--- config.mk ---
export PLATFORM = sky130hd
export DESIGN_NAME = avalon_mem_arbiter
export DESIGN_NICKNAME = d
export VERILOG_FILES = /design/src/rtl/avalon_mem_arbiter_pkg.sv /design/src/rtl/avalon_mem_arbiter_timer.sv /design/src/rtl/avalon_mem_arbiter.sv
export SDC_FILE = /design/constraint.sdc
export NUM_CORES = 1
export LEC_CHECK = 0
export BUFFER_PORTS_ARGS = -buffer_cell sky130_fd_sc_hd__buf_2
export CAP_MARGIN = 20
export CELL_PAD_IN_SITES_DETAIL_PLACEMENT = 1
export CELL_PAD_IN_SITES_GLOBAL_PLACEMENT = 1
export CORE_AREA = 2 2 123 125
export DETAILED_ROUTE_END_ITERATION = 12
export DIE_AREA = 0 0 125 127
export GPL_ROUTABILITY_DRIVEN = 0
export HOLD_SLACK_MARGIN = 0.12
export PLACE_DENSITY = 0.84
export SYNTH_ARGS = -nofsm -noshare
export SYNTH_HDL_FRONTEND = slang
export SYNTH_HIERARCHICAL = 1
export SYNTH_SLANG_ARGS = --single-unit
--- constraint.sdc ---
create_clock -name clk -period 2.55 [get_ports clk]
set_input_delay 0.51 -clock clk [delete_from_list [all_inputs] [get_ports clk]]
set_output_delay 0.51 -clock clk [all_outputs]
set_load 0.005 [all_outputs]
--- src/rtl/avalon_mem_arbiter_pkg.sv ---
// Shared types and helpers for the two-master Avalon-MM memory arbiter.
package mem_arb_pkg;

  typedef enum logic [1:0] {
    ARB_IDLE = 2'd0,
    ARB_GNT0 = 2'd1,
    ARB_GNT1 = 2'd2
  } arb_state_t;

  localparam int M0_IDX = 0;
  localparam int M1_IDX = 1;

  // Stall counter width; kept at least 1 bit so a disabled (0) limit still elaborates.
  function automatic int cnt_width(input int cycles);
    return (cycles < 1) ? 1 : $clog2(cycles + 1);
  endfunction

endpackage

--- src/rtl/avalon_mem_arbiter_timer.sv ---
// Saturating stall counter with a sticky overflow flag for one granted transfer.
module arb_stall_timer #(
  parameter int CNT_W = 10
) (
  input  logic             clk,
  input  logic             reset,
  input  logic             clear,
  input  logic             stall,
  input  logic [CNT_W-1:0] limit,
  output logic             err
);

  logic [CNT_W-1:0] r_cnt;
  logic             r_err;
  logic [CNT_W-1:0] w_cnt_inc;
  logic             w_inc_en;

  assign w_cnt_inc = r_cnt + 1'b1;
  // Counter stops at the limit; a zero limit means it never moves and never flags.
  assign w_inc_en  = stall && !clear && (r_cnt != limit);
  assign err       = r_err;

  // Count stalled cycles; the flag is set on the edge where the count reaches the limit.
  always_ff @(posedge clk or posedge reset) begin
    if (reset) begin
      r_cnt <= '0;
      r_err <= 1'b0;
    end else begin
      if (clear)         r_cnt <= '0;
      else if (w_inc_en) r_cnt <= w_cnt_inc;
      if (w_inc_en && (limit != '0) && (w_cnt_inc == limit)) r_err <= 1'b1;
    end
  end

endmodule

--- src/rtl/avalon_mem_arbiter.sv ---
// Round-robin arbiter sharing one Avalon-MM RAM slave between instruction fetch (M0)
// and data load/store (M1). Grant is held until the transfer completes or is abandoned.
module avalon_mem_arbiter
  import mem_arb_pkg::*;
#(
  parameter int ADDR_W         = 32,
  parameter int DATA_W         = 32,
  parameter int TIMEOUT_CYCLES = 1000
) (
  input  logic                clk,
  input  logic                reset,
  input  logic [ADDR_W-1:0]   m0_address,
  input  logic                m0_read,
  input  logic                m0_write,
  input  logic [DATA_W-1:0]   m0_writedata,
  input  logic [DATA_W/8-1:0] m0_byteenable,
  output logic                m0_waitrequest,
  output logic [DATA_W-1:0]   m0_readdata,
  input  logic [ADDR_W-1:0]   m1_address,
  input  logic                m1_read,
  input  logic                m1_write,
  input  logic [DATA_W-1:0]   m1_writedata,
  input  logic [DATA_W/8-1:0] m1_byteenable,
  output logic                m1_waitrequest,
  output logic [DATA_W-1:0]   m1_readdata,
  output logic [ADDR_W-1:0]   s_address,
  output logic                s_read,
  output logic                s_write,
  output logic [DATA_W-1:0]   s_writedata,
  output logic [DATA_W/8-1:0] s_byteenable,
  input  logic                s_waitrequest,
  input  logic [DATA_W-1:0]   s_readdata,
  output logic [1:0]          grant,
  output logic                timeout_err
);

  localparam int               CNT_W = cnt_width(TIMEOUT_CYCLES);
  localparam logic [CNT_W-1:0] LIMIT = CNT_W'(TIMEOUT_CYCLES);
  localparam logic             OWN_M0 = 1'(M0_IDX);
  localparam logic             OWN_M1 = 1'(M1_IDX);

  arb_state_t r_state;
  logic       r_last_owner;

  logic w_req0, w_req1, w_gnt0, w_gnt1, w_stall, w_tmr_clear;

  assign w_req0 = m0_read | m0_write;
  assign w_req1 = m1_read | m1_write;
  assign w_gnt0 = (r_state == ARB_GNT0);
  assign w_gnt1 = (r_state == ARB_GNT1);

  assign grant[M0_IDX] = w_gnt0;
  assign grant[M1_IDX] = w_gnt1;

  assign m0_readdata = s_readdata;
  assign m1_readdata = s_readdata;

  // A granted cycle without waitrequest always leaves the grant (completion or
  // abandon), so clearing on every non-stall cycle gives a zero count on each entry.
  assign w_stall     = (w_gnt0 | w_gnt1) & s_waitrequest;
  assign w_tmr_clear = ~w_stall;

  // Arbitration FSM: round-robin on collision, grant held until completion or abandon.
  always_ff @(posedge clk or posedge reset) begin
    if (reset) begin
      r_state      <= ARB_IDLE;
      r_last_owner <= OWN_M1;
    end else begin
      case (r_state)
        ARB_IDLE: begin
          if (w_req0 && (!w_req1 || r_last_owner == OWN_M1)) r_state <= ARB_GNT0;
          else if (w_req1)                                   r_state <= ARB_GNT1;
        end
        ARB_GNT0: begin
          if (!w_req0) begin
            r_state      <= ARB_IDLE;
            r_last_owner <= OWN_M0;
          end else if (!s_waitrequest) begin
            r_state      <= w_req1 ? ARB_GNT1 : ARB_IDLE;
            r_last_owner <= OWN_M0;
          end
        end
        ARB_GNT1: begin
          if (!w_req1) begin
            r_state      <= ARB_IDLE;
            r_last_owner <= OWN_M1;
          end else if (!s_waitrequest) begin
            r_state      <= w_req0 ? ARB_GNT0 : ARB_IDLE;
            r_last_owner <= OWN_M1;
          end
        end
        default: r_state <= ARB_IDLE;
      endcase
    end
  end

  // Slave-side mux driven only by state and master inputs, never by s_waitrequest.
  always_comb begin
    s_address      = '0;
    s_read         = 1'b0;
    s_write        = 1'b0;
    s_writedata    = '0;
    s_byteenable   = '0;
    m0_waitrequest = 1'b1;
    m1_waitrequest = 1'b1;
    case (r_state)
      ARB_GNT0: begin
        s_address      = m0_address;
        s_read         = m0_read;
        s_write        = m0_write;
        s_writedata    = m0_writedata;
        s_byteenable   = m0_byteenable;
        m0_waitrequest = s_waitrequest;
      end
      ARB_GNT1: begin
        s_address      = m1_address;
        s_read         = m1_read;
        s_write        = m1_write;
        s_writedata    = m1_writedata;
        s_byteenable   = m1_byteenable;
        m1_waitrequest = s_waitrequest;
      end
      default: ;
    endcase
  end

  arb_stall_timer #(.CNT_W(CNT_W)) u_timer (
    .clk   (clk),
    .reset (reset),
    .clear (w_tmr_clear),
    .stall (w_stall),
    .limit (LIMIT),
    .err   (timeout_err)
  );

endmodule
==> results of run 1 <==
-- cells in the mapped netlist (all sizes together) (6+ instances only) --
cell type / n / share of area (%)
or3: 6 / 1.6
xnor2: 12 / 3.8
inv: 8 / 1.1
a21oi: 10 / 2.3
a22oi: 72 / 19
clkbuf: 13 / 1.8
dfrtp: 13 / 12
o21ai: 8 / 1.4
buf: 80 / 21
nand3: 6 / 1.1
nor2b: 71 / 16
-- worst max-delay path, cell delays in order, from the launching register on --
cell	delay [ps]
dfrtp_1	410
inv_1	130
ha_2	200
buf_4	330
a22oi_1	180
nor2b_1	160
buf_2	140
-- final timing paths --
check / from / to / cells past startpoint
worst max-delay path: r_state[0]$_DFFE_PP0P_ / s_address[20] / 6
worst min-delay path: reset / r_state[0]$_DFFE_PP0P_ / 2
worst max register to register: r_state[0]$_DFFE_PP0P_ / u_timer/r_cnt[8]$_DFFE_PP0P_ / 7
worst min register to register: u_timer/err$_DFFE_PP0P_ / u_timer/err$_DFFE_PP0P_ / 1
max in group asynchronous: reset / u_timer/r_cnt[4]$_DFFE_PP0P_ / 2
min in group clk: u_timer/err$_DFFE_PP0P_ / u_timer/err$_DFFE_PP0P_ / 1
-- metal layers --
| metal | global-route usage (%) | share of wire (%) | vias to the layer above |
|---|---|---|---|
| met5 | 0 | 0 | - |
| met4 | 1.90 | 1.1 | 0 |
| met3 | 4.23 | 7.9 | 10 |
| met2 | 25.6 | 52 | 165 |
| met1 | 15.9 | 39 | 1476 |
| li1 | - | - | 1525 |
-- power breakdown --
group	switching, uW	internal [uW]
sequential	27.0	256
clock	96.6	238
combinational	1240	1060
-- through the flow --
step / util [%] / setup WS (ps)
6_report: 25.7 / 210
2_1_floorplan: - / 541
3_3_place_gp: 25.0 / 405
3_5_place_dp: 25.0 / 360
5_1_grt: 25.7 / 52.2
4_1_cts: 25.7 / 89.1
-- repair_timing --
| action | CTS | global route |
|---|---|---|
| endpoints found under the setup margin | 0 | 2 |
| hold endpoints to repair | 0 | 0 |
| setup buffers | 0 | 0 |
| resized for setup | 0 | 1 |
-- sequential cells by signal (all words and copies together), names as in the netlist --
register,flops
r_state,2
r_last_owner,1
u_timer/r_cnt,10
u_timer/err,1
-- cells by family (layout without fill, tap and decap cells) --
family	Yosys count	count (layout)	synth area share, %
AOI/OAI and AO/OA	111	111	29.8
xor gates and xnor gates	14	14	4.41
adders and majority gates	5	5	2.25
buffers and inverters	102	235	24.0
DFF	14	14	12.6
muxes	2	2	0.764
other	2	25	0.270
and+or+nand+nor	114	114	25.9
-- area by class of cell --
class                   instances  area, um2
repair buffers                223       1150
well taps                     184        230
clock buffers                   4       88.8
inverters                       8       30.0
flip-flops and latches         14        352
fillers                      1811      10700
multi-input cells             271       1860
==> impl_metrics.yaml, run 1 <==
grt:
  antenna_found_initial: 0
  first_global_vias: 3179
  grt_max_degree: 76
  grt_use_total_pct: 13.8
  grt.overflow.total: 0
  grt_first_pass_wirelength_um: 17800
min_path:
  hold_path_class: "input port to async pin"
finish:
  layout_common_cells: "buf_2, a22oi_1, nor2b_1, conb_1, dfrtp_1"
  diodes: 0
  layout_commonest_cell: "buf_2"
  syn_to_final_growth_pct: 33.1
  design_area_um2: 3700
  final_cells: 704
  nNetsFinal: 701
  drive_gt1_share_pct: 47.7
synthesis:
  synth-seq-cells: 14
  async_flop_share_pct: 100
  yosysUniqueCellTypes: 54
  ys.flop_type: "dfrtp_1"
  yosysWarnings: 6
  ys_seq_area_share_pct: 12.6
  netlist_area_um2: 2780
  synthCells: 364
  synth.avg_cell_area_um2: 7.64
  synth-edff-count: 0
floorplan:
  io-pin-count: 314
  rows: 44
  core_area_um2: 14400
  die_x_um: 125
  start_util_pct: 19.3
  fp.dieArea_um2: 15900
  die_h_um: 127
job:
  drv_cap: 0
cts:
  cts_hold_buf: 0
  clockBufferDepth: 2
  clock-sinks: 14
  ctsRootBufferMaster: "clkbuf_16"
  cts_tree: "done"
  cts_buffers: 3
  insertion_delay_ps: 250
  clk_pin_slew_ps: 50
  h-tree-depth: 1
routing:
  first_pass_iters: 4
  viasPerCell: 4.51
  vias: 3176
  wirelength_um: 12100
  ant_nets: 0
  drt_iter0_markers: 160
  avgRoutedWirePerCell_um: 17.2
  drc: 0
setup_path:
  crit_path_end_kind: "primary output"
  start_kind: "register"
  rrSetupSlack_ps: 400
  crit_required_ps: 2040
  critical_path_class: "register to primary output"
  cp.arrival_ps: 1830
  critPathMaxFanout: 35
timing:
  hold_viol: 0
  tightest_slew_ps: 735
  relSlewSlack_pct: 51.0
  setup_tns_ps: 0
  slew_viol_final: 0
  grt_setup_unrepaired: "no"
  max_freq_mhz: 427
  min_period_ps: 2340
  finalCritPeriodShare_pct: 91.8
  setup_viol: 0
  fin_worst_skew_ps: 1.05
  hold_slack_ps: 155
power_and_ir_drop:
  ir_drop_mv: 0.475
  power_density_nw_per_um2: 788
  p_leak_uw: 0.00178
  power_uw: 2920
placed_design:
  dp_cells: 700
  io_buffer_count: 217
  place_area_um2: 3610
  dpl.hpwl_um: 9980
outcome:
  status: "complete, no violations"
No activity file was read; power rests on OpenSTA's default activity.
==> inputs of run 2 (changes only) <==
--- a/config.mk
+++ b/config.mk
@@ -5,16 +5,17 @@
 export SDC_FILE = /design/constraint.sdc
 export NUM_CORES = 1
 export LEC_CHECK = 0
+export ABC_AREA = 1
 export BUFFER_PORTS_ARGS = -buffer_cell sky130_fd_sc_hd__buf_2
 export CAP_MARGIN = 20
 export CELL_PAD_IN_SITES_DETAIL_PLACEMENT = 1
 export CELL_PAD_IN_SITES_GLOBAL_PLACEMENT = 1
-export CORE_AREA = 2 2 123 125
+export CORE_MARGIN = 2
+export CORE_UTILIZATION = 20
 export DETAILED_ROUTE_END_ITERATION = 12
-export DIE_AREA = 0 0 125 127
 export GPL_ROUTABILITY_DRIVEN = 0
 export HOLD_SLACK_MARGIN = 0.12
-export PLACE_DENSITY = 0.84
+export PLACE_DENSITY = 0.92
 export SYNTH_ARGS = -nofsm -noshare
 export SYNTH_HDL_FRONTEND = slang
 export SYNTH_HIERARCHICAL = 1
==> run 2 against run 1 <==
  * Final cell count up 20%
  * Power is 0.96% lower
  * Largest power group unchanged
  * Critical endpoint is now s_writedata[22]
  * Worst setup slack got worse by 41 ps
  * Non-clock buffer count is 6 higher
  * Area after synthesis rose by 0.27%
  * Sequential share of layout area decreased by 0.23 points
  * Synthesized cell count is 36% higher
  * Clock-buffer cell count stayed put
  * Register-to-register slack better by 320 ps
  * Fmax fell by 1.7%
  * Sequential power barely moved
==> impl_metrics.yaml, run 2 <==
outcome:
  status: "complete, no violations"
synthesis:
  netlist_area_um2: 2790
  ys_seq_area_share_pct: 12.6
  synth-edff-count: 0
  synth.most_common_cell: "nand2_1"
  synthCells: 495
  synth-seq-cells: 14
  synth.avg_cell_area_um2: 5.64
  ys_top_cells_by_area: "nand2_1, buf_4, a21oi_1"
  synth_top_area_cell: "nand2_1"
  yosysUniqueCellTypes: 30
  yosysWarnings: 6
  ys.flop_type: "dfrtp_1"
  synth_common_cells: "nand2_1, a21oi_1, buf_4"
  synth_top_area_share_pct: 26.8
  async_flop_share_pct: 100
cts:
  ctsRootBufferMaster: "clkbuf_16"
  clockBufferDepth: 2
  h-tree-depth: 1
  insertion_delay_ps: 250
  cts_buffers: 3
  clock-sinks: 14
  cts_hold_buf: 0
  cts_tree: "done"
  cts_setup_buffers: 0
  clk_pin_slew_ps: 50
placed_design:
  dpl.hpwl_um: 11800
  io_buffer_count: 217
  place_area_um2: 3690
routing:
  avgRoutedWirePerCell_um: 16.6
  ant_nets: 0
  wirelength_um: 14000
  viasPerCell: 4.30
  first_pass_iters: 4
  drc: 0
  drt_iter0_markers: 170
  vias: 3623
floorplan:
  die_x_um: 122
  fp.dieArea_um2: 14900
  core_area_um2: 13800
  io-pin-count: 314
  die_h_um: 122
  start_util_pct: 20.3
  rows: 43
finish:
  diodes: 0
  largest_reg_flops: 10
  drive_gt1_share_pct: 38.3
  top_register: "u_timer/r_cnt"
  layout_commonest_cell: "buf_2"
  syn_to_final_growth_pct: 36.0
  top_regs: "u_timer/r_cnt (10), r_state (2)"
  layout_common_cells: "buf_2, nand2_1, a21oi_1, inv_1, conb_1"
  design_area_um2: 3790
  nNetsFinal: 844
power_and_ir_drop:
  power_uw: 2890
  power_density_nw_per_um2: 762
  ir_drop_mv: 0.353
  p_leak_uw: 0.00208
setup_path:
  crit_path_end_kind: "primary output"
  start_kind: "register"
  cp.arrival_ps: 1870
  cp_slowest_stage_delay_ps: 430
  crit_required_ps: 2040
  critPathMaxFanout: 45
  worstPathCellList: "inv_1 > ha_1 > inv_4 > buf_12 > a21oi_1 > buf_2"
  crit_slowest_cell: "dfrtp_1"
  critical_path_class: "register to primary output"
timing:
  finalCritPeriodShare_pct: 93.4
  slew_viol_final: 0
  max_freq_mhz: 420
  grt_setup_unrepaired: "no"
  min_period_ps: 2380
  setup_tns_ps: 0
  hold_viol: 0
  setup_viol: 0
  fin_worst_skew_ps: 1.99
grt:
  grt_max_degree: 46
  grt.overflow.total: 0
  antenna_found_initial: 1
  grt_use_total_pct: 17.1
  first_global_vias: 3458
  grt_first_pass_wirelength_um: 19300
min_path:
  hold_path_class: "input port to async pin"
job:
  drv_cap: 0
-- run 2: changes by cell type in the layout (fill, tap and decap cells not counted), sizes merged, moves of 8 or more --
cell | previous run | this run
inv | 8 | 35
a22oi | 72 | 0
xnor2 | 12 | 4
nand2 | 5 | 208
nor2 | 4 | 23
nand3 | 6 | 15
a21oi | 10 | 70
nor2b | 71 | 0
-- run 2: cell type report --
type | instances | area, um2
sequential | 14 | 352
inverter | 35 | 134
timing repair buffer | 229 | 1220
multi-input combinational | 381 | 1780
tap | 180 | 225
fill | 1871 | 9980
clock buffer | 4 | 88.8
-- run 2: worst max-delay path, delay by kind of cell (launching register included) --
family / cells / cell delay (ps)
buffers and inverters: 4 / 690
adder cells (fa/ha/maj): 1 / 350
AO/OA/AOI/OAI: 1 / 110
flip-flops: 1 / 430
-- run 2: cells by family after synthesis --
kind of cell    share of synthesized area [%]
compound gates                           16.0
simple gates                             36.7
other cells                             0.269
flops                                    12.6
buf+inv                                  27.8
xor+xnor                                 4.35
fa+ha+maj                                2.24
-- run 2: worst paths after layout --
| check | startpoint | to | slack, ps | cells after the start |
|---|---|---|---|---|
| max | r_state[0]$_DFFE_PP0P_ | s_writedata[22] | 170 | 6 |
| min | reset | r_state[0]$_DFFE_PP0P_ | 140 | 2 |
| max reg2reg | r_state[0]$_DFFE_PP0P_ | u_timer/r_cnt[4]$_DFFE_PP0P_ | 720 | 9 |
| min reg2reg | r_last_owner$_DFFE_PP1P_ | r_last_owner$_DFFE_PP1P_ | 470 | 2 |
| max in group asynchronous | reset | u_timer/r_cnt[7]$_DFFE_PP0P_ | 1940 | 2 |
| min in group clk | r_last_owner$_DFFE_PP1P_ | r_last_owner$_DFFE_PP1P_ | 470 | 2 |
-- run 2: report_power, final --
| part | switching, uW | internal, uW |
|---|---|---|
| Combinational | 1420 | 850 |
| Clock | 102 | 239 |
| Sequential | 29.7 | 256 |
| Total | 1550 | 1340 |
-- run 2: layer usage --
metal | track usage (%) | part of all wire (%) | vias up | wire length, um
li1 | - | - | 1778 | -
met1 | 22.3 | 42 | 1640 | 5900
met2 | 26.8 | 45 | 190 | 6220
met3 | 7.30 | 12 | 13 | 1680
met4 | 2.44 | 1.1 | 2 | 148
met5 | 0 | 0.079 | - | 11
-- run 2: what timing repair did --
| action | in CTS | in global routing |
|---|---|---|
| setup endpoints to repair | 0 | 13 |
| hold endpoints to repair | 0 | 0 |
| resized for setup | 0 | 4 |
-- run 2: stage by stage --
step           instances  hold slack [ps]  setup WS [ps]  util (%)
2_1_floorplan        522              263            864         -
3_3_place_gp         839              404            333      26.8
3_5_place_dp         839              409            315      26.8
4_1_cts              843              143           29.6      27.4
5_1_grt              843              156           22.6      27.6
6_report             843              140            168      27.6
==> inputs of run 3 (changes only) <==
--- a/config.mk
+++ b/config.mk
@@ -9,13 +9,14 @@
 export BUFFER_PORTS_ARGS = -buffer_cell sky130_fd_sc_hd__buf_2
 export CAP_MARGIN = 20
 export CELL_PAD_IN_SITES_DETAIL_PLACEMENT = 1
-export CELL_PAD_IN_SITES_GLOBAL_PLACEMENT = 1
+export CELL_PAD_IN_SITES_GLOBAL_PLACEMENT = 2
 export CORE_MARGIN = 2
-export CORE_UTILIZATION = 20
+export CORE_UTILIZATION = 14
+export CTS_CLUSTER_SIZE = 20
 export DETAILED_ROUTE_END_ITERATION = 12
 export GPL_ROUTABILITY_DRIVEN = 0
 export HOLD_SLACK_MARGIN = 0.12
-export PLACE_DENSITY = 0.92
+export PLACE_DENSITY = 0.91
 export SYNTH_ARGS = -nofsm -noshare
 export SYNTH_HDL_FRONTEND = slang
 export SYNTH_HIERARCHICAL = 1
==> run 3 against run 2 <==
  * Via count decreased by 0.58%
  * Utilization is 7.3 points lower
  * Critical path type unchanged
  * Critical endpoint is now s_writedata[17]
  * Die area increased by 41%
  * Final cell count increased by 11%
==> impl_metrics.yaml, run 3 (synthesized netlist as in run 2, its figures left out) <==
outcome:
  status: "complete, no violations"
setup_path:
  cp_slowest_stage_delay_ps: 430
  crit_required_ps: 2040
  worstPathCellList: "inv_1 > ha_1 > inv_2 > buf_12 > a21oi_1 > buf_2"
  reg2reg_from: "r_state[0]$_DFFE_PP0P_"
  path_buf_inv: 4
  critical_path_class: "register to primary output"
  start_kind: "register"
  crit_slowest_cell: "dfrtp_1"
  critPathMaxFanout: 57
  crit_path_end_kind: "primary output"
  crit_family: "buffers and inverters"
  ff2ff_path_depth: 9
  rrSetupSlack_ps: 730
  reg2reg_to: "u_timer/r_cnt[6]$_DFFE_PP0P_"
  cp.arrival_ps: 1880
grt:
  first_global_vias: 3755
  grt_use_total_pct: 12.4
  grt_max_degree: 58
  grt.overflow.total: 0
  antenna_found_initial: 0
  grt_first_pass_wirelength_um: 21100
floorplan:
  io-pin-count: 314
  die_h_um: 145
  rows: 51
  die_x_um: 145
  fp.dieArea_um2: 21100
  core_area_um2: 19500
  start_util_pct: 14.3
finish:
  top_regs: "u_timer/r_cnt (10), r_state (2)"
  syn_to_final_growth_pct: 41.7
  drive_gt1_share_pct: 38.7
  top_register: "u_timer/r_cnt"
  layout_common_cells: "buf_2, nand2_1, a21oi_1, inv_1, conb_1"
  nNetsFinal: 850
  diodes: 0
  layout_commonest_cell: "buf_2"
  largest_reg_flops: 10
  design_area_um2: 3950
  final_cells: 934
placed_design:
  place_area_um2: 3850
  dp_cells: 930
  io_buffer_count: 217
  dpl.hpwl_um: 11300
routing:
  drc: 0
  avgRoutedWirePerCell_um: 14.5
  first_pass_iters: 4
  ant_nets: 0
  vias: 3602
  wirelength_um: 13500
  drt_iter0_markers: 94
  viasPerCell: 3.86
cts:
  ctsRootBufferMaster: "clkbuf_16"
  insertion_delay_ps: 250
  h-tree-depth: 1
  clock-sinks: 14
  cts_setup_buffers: 0
  clk_pin_slew_ps: 50
  cts_buffers: 3
  cts_tree: "done"
  cts_hold_buf: 0
  clockBufferDepth: 2
job:
  drv_cap: 0
power_and_ir_drop:
  pwr-share-seq_pct: 9.7
  ir_drop_mv: 0.545
  clkPwrFrac_pct: 10.8
  switchingPower_uw: 1570
  internal-power_uw: 1390
  p_leak_uw: 0.00211
  power_switching_share_pct: 53.1
  power_density_nw_per_um2: 748
  power_frac_comb_pct: 79.4
timing:
  hold_viol: 0
  setup_viol: 0
  min_period_ps: 2390
  max_freq_mhz: 419
  setup_tns_ps: 0
  grt_setup_unrepaired: "no"
  finalCritPeriodShare_pct: 93.6
  fin_worst_skew_ps: 6.01
  slew_viol_final: 0
min_path:
  hold_path_class: "input port to async pin"
[run 3: worst max path at each step]
stage,from,to,cells after the start
floorplan,r_state[0]$_DFFE_PP0P_,s_address[0],5
CTS,r_state[0]$_DFFE_PP0P_,s_writedata[17],6
finish,r_state[0]$_DFFE_PP0P_,s_writedata[17],6
global route,r_state[0]$_DFFE_PP0P_,s_writedata[17],6
global placement,r_state[1]$_DFFE_PP0P_,s_writedata[16],6
detailed placement,r_state[0]$_DFFE_PP0P_,s_writedata[5],6
[run 3: per-layer routing]
layer | wire (um) | vias to the layer above | track usage (%)
li1 | - | 1792 | -
met1 | 5700 | 1626 | 15.1
met2 | 6460 | 176 | 21.3
met3 | 1240 | 8 | 4.62
met4 | 120 | 0 | 1.67
met5 | 0 | - | 0
[run 3: cell type report]
cell class	instances	area, um2
Fill cell	2617	15600
Clock buffer	4	78.8
Tap cell	265	332
Sequential cell	14	352
Timing Repair Buffer	235	1270
Multi-Input combinational cell	381	1790
Inverter	35	131
[run 3: repair_timing]
item / 4_1_cts / 5_1_grt
endpoints found under the setup margin: 2 / 0
resized for setup: 2 / 0
hold endpoints to repair: 0 / 0
[run 3: power groups by stage]
stage	sequential, uW	clock, uW	combinational, uW
CTS	289	331	2420
detailed placement	286	0	2380
finish	288	320	2350
floorplan	279	0	1340
global placement	284	0	2360
global route	293	342	2630
[run 3: metrics by stage]
stage,worst slack (ps),total power (uW),util [%],hold WS (ps)
finish,164,2960,20.2,128
global route,66.6,3260,20.2,152
CTS,129,3040,20.2,132
detailed placement,264,2670,19.7,397
global placement,232,2650,19.7,398
floorplan,864,1620,-,263
